## src/rtl/seq_alu.sv

```systemverilog
// rtl/seq_alu.sv - registered ALU with valid/ready handshake and iterative MUL/DIV; macro SEQ_ALU_SAT_EN saturates ADD/SUB
module seq_alu #(
   parameter int WIDTH = 8,
   parameter int CNT_W = $clog2(WIDTH + 1)
) (
   input  logic             clk,
   input  logic             rst_n,
   input  logic             in_valid,
   output logic             in_ready,
   input  logic             mode,
   input  logic [1:0]       op,
   input  logic [WIDTH-1:0] a,
   input  logic [WIDTH-1:0] b,
   output logic             out_valid,
   input  logic             out_ready,
   output logic [WIDTH-1:0] f,
   output logic [WIDTH-1:0] hi,
   output logic             carry,
   output logic             zero,
   output logic             dbz
);

   localparam logic [1:0] S_IDLE = 2'd0;
   localparam logic [1:0] S_MUL  = 2'd1;
   localparam logic [1:0] S_DIV  = 2'd2;
   localparam logic [1:0] S_DONE = 2'd3;

   logic [1:0]       r_state;
   logic [WIDTH-1:0] r_b;
   // r_phi/r_plo: product halves during MUL, remainder/quotient during DIV
   logic [WIDTH-1:0] r_phi;
   logic [WIDTH-1:0] r_plo;
   logic [CNT_W-1:0] r_cnt;
   logic [WIDTH-1:0] r_f;
   logic [WIDTH-1:0] r_hi;
   logic             r_carry;
   logic             r_zero;
   logic             r_dbz;
   logic             r_out_valid;

   logic [WIDTH:0]   w_sum;
   logic             w_borrow;
   logic [WIDTH-1:0] w_f;
   logic [WIDTH-1:0] w_hi;
   logic             w_carry;
   logic             w_dbz;
   logic             w_iter;
   logic             w_last;
   logic [WIDTH:0]   w_madd;
   logic [WIDTH-1:0] w_mhi;
   logic [WIDTH-1:0] w_mlo;
   logic [WIDTH:0]   w_dshift;
   logic             w_dge;
   logic [WIDTH-1:0] w_drem;
   logic [WIDTH-1:0] w_dquo;

   assign in_ready  = rst_n && (r_state == S_IDLE);
   assign out_valid = r_out_valid;
   assign f         = r_f;
   assign hi        = r_hi;
   assign carry     = r_carry;
   assign zero      = r_zero;
   assign dbz       = r_dbz;

   assign w_sum    = {1'b0, a} + {1'b0, b};
   assign w_borrow = (a < b);
   // MUL always iterates; DIV iterates only when the divisor is nonzero
   assign w_iter   = mode && op[1] && (op[0] || (b != '0));
   assign w_last   = (r_cnt == CNT_W'(WIDTH - 1));

   // One shift-add step: add multiplicand if multiplier LSB set, then shift the pair right
   assign w_madd = {1'b0, r_phi} + (r_plo[0] ? {1'b0, r_b} : '0);
   assign w_mhi  = w_madd[WIDTH:1];
   assign w_mlo  = {w_madd[0], r_plo[WIDTH-1:1]};

   // One restoring-division step: bring in next dividend bit, subtract divisor if it fits
   assign w_dshift = {r_phi, r_plo[WIDTH-1]};
   assign w_dge    = (w_dshift >= {1'b0, r_b});
   assign w_drem   = WIDTH'(w_dge ? (w_dshift - {1'b0, r_b}) : w_dshift);
   assign w_dquo   = {r_plo[WIDTH-2:0], w_dge};

   // Single-cycle results computed directly from the command inputs at acceptance
   always_comb begin
      w_f     = '0;
      w_hi    = '0;
      w_carry = 1'b0;
      w_dbz   = 1'b0;
      if (mode) begin
         case (op)
            2'b00: begin
               w_f     = w_sum[WIDTH-1:0];
               w_carry = w_sum[WIDTH];
`ifdef SEQ_ALU_SAT_EN
               if (w_sum[WIDTH]) w_f = '1;
`endif
            end
            2'b01: begin
               w_f     = a - b;
               w_carry = w_borrow;
`ifdef SEQ_ALU_SAT_EN
               if (w_borrow) w_f = '0;
`endif
            end
            2'b10: begin
               w_f   = '1;
               w_hi  = a;
               w_dbz = 1'b1;
            end
            default: w_f = '0;
         endcase
      end else begin
         case (op)
            2'b00:   w_f = a & b;
            2'b01:   w_f = a | b;
            2'b10:   w_f = a ^ b;
            default: w_f = ~a;
         endcase
      end
   end

   // Control FSM, iteration datapath and output registers
   always_ff @(posedge clk or negedge rst_n) begin
      if (!rst_n) begin
         r_state     <= S_IDLE;
         r_b         <= '0;
         r_phi       <= '0;
         r_plo       <= '0;
         r_cnt       <= '0;
         r_f         <= '0;
         r_hi        <= '0;
         r_carry     <= 1'b0;
         r_zero      <= 1'b0;
         r_dbz       <= 1'b0;
         r_out_valid <= 1'b0;
      end else begin
         case (r_state)
            S_IDLE: begin
               if (in_valid) begin
                  r_b   <= b;
                  r_cnt <= '0;
                  if (w_iter) begin
                     r_phi   <= '0;
                     r_plo   <= a;
                     r_state <= op[0] ? S_MUL : S_DIV;
                  end else begin
                     r_f         <= w_f;
                     r_hi        <= w_hi;
                     r_carry     <= w_carry;
                     r_zero      <= (w_f == '0);
                     r_dbz       <= w_dbz;
                     r_out_valid <= 1'b1;
                     r_state     <= S_DONE;
                  end
               end
            end
            S_MUL: begin
               r_phi <= w_mhi;
               r_plo <= w_mlo;
               r_cnt <= r_cnt + CNT_W'(1);
               if (w_last) begin
                  r_f         <= w_mlo;
                  r_hi        <= w_mhi;
                  r_carry     <= 1'b0;
                  r_zero      <= (w_mlo == '0);
                  r_dbz       <= 1'b0;
                  r_out_valid <= 1'b1;
                  r_state     <= S_DONE;
               end
            end
            S_DIV: begin
               r_phi <= w_drem;
               r_plo <= w_dquo;
               r_cnt <= r_cnt + CNT_W'(1);
               if (w_last) begin
                  r_f         <= w_dquo;
                  r_hi        <= w_drem;
                  r_carry     <= 1'b0;
                  r_zero      <= (w_dquo == '0);
                  r_dbz       <= 1'b0;
                  r_out_valid <= 1'b1;
                  r_state     <= S_DONE;
               end
            end
            default: begin
               if (out_ready) begin
                  r_out_valid <= 1'b0;
                  r_state     <= S_IDLE;
               end
            end
         endcase
      end
   end

endmodule

```

## config.mk

```make
export PLATFORM = sky130hd
export DESIGN_NAME = seq_alu
export DESIGN_NICKNAME = d
export VERILOG_FILES = /design/src/rtl/seq_alu.sv
export SDC_FILE = /design/constraint.sdc
export NUM_CORES = 1
export LEC_CHECK = 0
export BUFFER_PORTS_ARGS = -buffer_cell sky130_fd_sc_hd__buf_2
export CORE_MARGIN = 8
export CORE_UTILIZATION = 30
export CTS_CLUSTER_SIZE = 20
export DETAILED_ROUTE_END_ITERATION = 16
export GPL_TIMING_DRIVEN = 0
export PLACE_DENSITY = 0.5
export SETUP_SLACK_MARGIN = 0.05
export SLEW_MARGIN = 20
export SYNTH_ARGS = -nofsm -noshare
export SYNTH_HDL_FRONTEND = slang
export SYNTH_SLANG_ARGS = --single-unit
```

## constraint.sdc

```tcl
create_clock -name clk -period 3.25 [get_ports clk]
set_input_delay 0 -clock clk [delete_from_list [all_inputs] [get_ports clk]]
set_output_delay 0 -clock clk [all_outputs]
set_load 0.01 [all_outputs]
```

# == Yosys cells after proc, flatten, opt, wreduce, memory -nomap -nowiden ==
# Index checks and enable logic that the tools add are counted.
# classes
n_lt_le_gt_ge,2
reduce_logical,21
mux,52
bitwise_logic,4
eq_ne,11
n_addsub,5
# ops
operator,n
8-bit one-hot mux with 3 select lines,6
8-bit two-way mux,17
8-bit zero test,3
8-bit by 8-bit adder with 9-bit output,2
1-bit two-way mux,16
8-bit subtractor,2
2-bit two-way mux,5
"2-bit inequality test, second input constant",5
9-bit by 8-bit greater-or-equal comparator with 1-bit output,1
8-bit AND,1
8-bit less-than comparator,1
8-bit inverter,1
8-bit bitwise OR,1
1-bit one-hot mux with 2 select lines,4
4-bit one-hot mux with 2 select lines,1
4-bit AND reduction,2
8-bit nonzero test,1
8-bit XOR,1
3-bit AND reduction,2
3-bit nonzero test,2
5-bit AND reduction,1
"4-bit by 1-bit adder with 4-bit output, second input constant",1
"2-bit by 1-bit == test with 1-bit output, second input constant",2
"2-bit == test, second input constant",2
other kinds (11),15
# totals
ff_bits,50
output_inout_bits,21
in_bits,23
wordCells,106

# == Longest topological paths before layout ==
# logic_depth
word_depth,7
mapped_depth,11

# == Worst setup path after synthesis ==
# OpenSTA, ideal clock, no wires.
# synth_timing
path_type,flip-flop to flip-flop
from,register r_b[0]
to,register r_hi[5] (netlist: hi[5])
t_arrival_ps,2327
t_required_ps,3126
path_slack_ps,799
path_stages_with_launch,11
setup_time_ps,124
synth_period_minus_slack_ps,2451
path_buffers,0
cell_sequence,dfrtp_1 > and2_1 > ha_1 > fa_1 > a211oi_1 > o21ai_0 > a211oi_1 > a21oi_1 > a32oi_1 > o31ai_1 > o31a_1
# synth_via
elab_chain_len,4
elab_cells_between_ends,8
cone_classes,add/sub: 2; order compare: 1; mux: 5
# synth_rtl
element,line_no,rtl
from (decl),29,logic [WIDTH-1:0] r_b;
from (signal assigned),125,r_b <= '0;
from (signal assigned),139,r_b <= b;
8-bit subtractor (tied with other cells),79,"assign w_drem = WIDTH'(w_dge ? (w_dshift - {1'b0, r_b}) : w_dshift);"
8-bit two-way mux / 8-bit by 8-bit adder with 9-bit output (equally long branches),"79, 72",
"8-bit two-way mux, on equally long branches","174, 160",
8-bit one-hot mux with 3 select lines (*),136,case (r_state)
to (signal assigned),147,r_hi <= w_hi;
to (signal assigned),162,r_hi <= w_mhi;
to (signal assigned),176,r_hi <= w_drem;
to (decl),35,logic [WIDTH-1:0] r_hi;
# Every way passes the cells marked *; elsewhere a longest branch is shown, timed or not. The select of a mux whose other input is x is not followed.
# A chain may end at the register's enable or synchronous reset.

# == Final worst setup path ==
# layout_timing
from,register r_plo[0]
to,register r_hi[5] (netlist: hi[5])
# layout_via
elab_chain_len,4
# layout_rtl
element,line_no,rtl
from (decl),32,logic [WIDTH-1:0] r_plo;
from (signal assigned),158,r_plo <= w_mlo;
from (signal assigned),172,r_plo <= w_dquo;
8-bit two-way mux,72,"assign w_madd = {1'b0, r_phi} + (r_plo[0] ? {1'b0, r_b} : '0);"
8-bit by 8-bit adder with 9-bit output,72,
8-bit two-way mux,160,if (w_last) begin
8-bit one-hot mux with 3 select lines,136,
# Every way passes these cells. The select of a mux whose other input is x is not followed.

==> reports/metrics.yaml <==
run_status:
  status: "completed"
clock_network:
  insertion_delay_ns: 0.29
  clk_path_buf_depth: 2
  cts-root-buf: "clkbuf_16"
  tritoncts: "done"
  clk_pin_slew_worst_paths_ns: 0.07
  clock_sinks: 50
  h-tree-depth: 2
  cts_buffers: 5
  cts_setup_buffers: 0
route:
  routed_wl_um: 14000
  ant_nets: 0
  dr.pass1.iters: 5
  drt_iter0_drc: 178
  post_drt_wl_per_cell_um: 18.2
  drcViolationCount: 0
  vias_per_cell: 5.44
  via_count: 4187
sta:
  fin_skew_ns: 0.00680
  setup_viol: 0
  worstMarginPinSlew_ns: 0.861
  fin_crit_sh: 0.877
  layout_setup_ws_ns: 0.400
  rsz0062_at_grt: "false"
  slew-limit-headroom: 0.423
  tns_ns: 0
  hold_violations: 0
  min_period_ns: 2.85
  slew_violations: 0
  fmax_mhz: 351
worst_setup_path:
  critPathLaunchType: "flip-flop"
  timing.rr.start: "r_plo[0]$_DFFE_PN0P_"
  crit_top_cell: "a211oi_1"
  crit_start: "r_plo[0]$_DFFE_PN0P_"
  path_cells: "inv_1, nor2_1, fa_1, a211oi_1, o21ai_0, a211oi_1, a21oi_1, a32oi_1, o31ai_1, o31a_1"
  ff2ff_path_depth: 10
  required_ns: 3.43
  critPathCaptureType: "flip-flop"
  critPathCapture: "hi[5]$_DFFE_PN0P_"
  crit_path_max_fanout: 8
  slowest_delay_ns: 0.46
  cp.arrival_ns: 3.03
  critPathKind: "reg -> reg"
  rr_endpoint: "hi[5]$_DFFE_PN0P_"
  slowest_stage: "fa_1"
  ff2ff_setup_slack_ns: 0.40
floorplanning:
  io_pins: 44
  dieArea_um2: 18900
  rows: 44
  core_area_um2: 14500
  die_w_um: 138
  start_util: 0.307
  die_h_um: 138
final_layout:
  n_fill_cell: 1556
  stdcell_count: 770
  antenna-diode-count: 0
  most-common-layout-cells: "nand2_1, o21ai_0, buf_2"
  areaGrowthSynthToFinish_pct: 13.2
  fin_nets: 660
  drive_above_1_share: 0.135
  final_common_cell: "nand2_1"
synth:
  ys_types: 69
  synth_top_family_by_area: "compound AO/OA/AOI/OAI gates"
  synth_compound_area_frac: 0.258
  synth_edf_count: 0
  synthXorXnorAreaFrac: 0.0296
  synth_nets: 611
  yosysTopAreaCell: "dfrtp_1"
  ys_async_sr_fraction: 1.00
  synth_area_um2: 4440
  synth_top_area_frac: 0.282
  yosys.area_share.simple: 0.167
  ys_warn_count: 0
  syn_inst: 538
  synthMuxAreaShare: 0.0471
  yosys.area_share.adder: 0.148
  synth.yosys.seq_area_share: 0.282
  synth_area_leaders: "dfrtp_1, ha_1, o21ai_0"
  syn-mean-instance-area_um2: 8.25
  synth_ff_type: "dfrtp_1"
  ys_seq_elements: 50
global_route:
  grt_antenna_before_repair: 0
  grt_use_met1: 0.187
  top_usage_layer: "met2"
  grt_pass1_wl_um: 22500
  grt_remaining_overflow: 0
  met2_usage: 0.268
  grt_pass1_vias: 4167
  met3_usage: 0.0146
  track_usage: 0.151
  grt_max_degree: 52
placement:
  numPortBuffers: 41
  place_ws_ns: 0.489
  placedCellCount: 763
  place.detailed.hpwl_um: 11200
  gp_congestion: 0.909
job:
  cap_violations: 0
power:
  leakagePower_nw: 2.33
  peakVddDrop_mv: 0.341
  power.density_nw_per_um2: 965
  power.total_mw: 4.85
hold_path:
  hold_path_depth: 3
  hold_path_class: "in -> reg"
-- logic make-up after synthesis --
| logic type | count (synthesis) |
|---|---|
| flops | 50 |
| compound gates | 178 |
| mux | 16 |
| fa+ha+maj | 50 |
| xor+xnor | 15 |
| simple gates | 155 |
| buf+inv | 74 |
-- per-stage QoR --
| step | hold slack, ns | util | instance area [um2] |
|---|---|---|---|
| floorplan | -0.296 | - | 4440 |
| global placement | 0.284 | 0.337 | 4870 |
| detailed placement | 0.0791 | 0.337 | 4880 |
| CTS | 0.0379 | 0.347 | 5030 |
| global route | 0.0606 | 0.347 | 5030 |
| finish | 0.0386 | 0.347 | 5030 |
-- worst max-delay path, delay by kind of cell (launching register included) --
family | cells | cell delay [ns]
simple gates | 1 | 0.12
compound gates | 7 | 1.48
buf+inv | 1 | 0.26
flops | 1 | 0.42
fa+ha+maj | 1 | 0.46
-- worst min-delay path by stage --
stage	from	endpoint	slack (ns)
floorplan	rst_n	carry$_DFFE_PN0P_	-0.30
finish	b[0]	r_b[0]$_DFFE_PN0P_	0.04
global placement	rst_n	hi[7]$_DFFE_PN0P_	0.28
global route	b[0]	r_b[0]$_DFFE_PN0P_	0.06
detailed placement	rst_n	r_cnt[3]$_DFFE_PN0P_	0.08
CTS	b[0]	r_b[0]$_DFFE_PN0P_	0.04
-- registers in the layout (all words and copies together) (netlist names) --
register / cells
r_phi: 8
r_plo: 8
out_valid: 1
zero: 1
r_b: 8
f: 8
r_state: 2
dbz: 1
r_cnt: 4
carry: 1
hi: 8
-- report_power, final --
| group | internal (mW) | total, mW | switching [mW] |
|---|---|---|---|
| Sequential | 0.923 | 1.16 | 0.238 |
| Clock | 0.298 | 0.516 | 0.218 |
| Combinational | 1.21 | 3.17 | 1.96 |
| Total | 2.43 | 4.85 | 2.42 |
-- synthesized netlist by cell type (all sizes together), types with 5 or more instances --
cell type   n
xnor2       8
a221o       7
mux2i       7
a21o        6
inv        49
o31ai       6
xor2        7
a21oi      36
a211oi     11
nand2b     11
o21bai      5
dfrtp      50
mux2        6
a31oi      10
nor2       35
o21ai      60
nor4        5
and2        5
buf        15
nand3      12
nor3b       5
clkbuf     10
ha         46
o211ai      6
nand2      60
nor3       10
-- final cells by class --
class                           count  area, um2  share of cell area
Inverter                           49        184              0.0366
Timing Repair Buffer               42        218              0.0433
Buffer                             25        119              0.0236
Multi-Input combinational cell    414       2890               0.574
Sequential cell                    50       1250               0.249
Clock buffer                        6        139              0.0276
Tap cell                          184        230              0.0458
-- repair_timing --
item                                   CTS  global route
setup endpoints to repair                0             0
gates resized for setup                  0             0
endpoints found under the hold margin   50             0
hold buffers                             1             0
-- layer usage --
metal,vias up,wire length [um]
li1,2024,-
met1,2061,6390
met2,82,6920
met3,20,318
met4,0,348
met5,-,0
(Power assumes the default switching activity.)
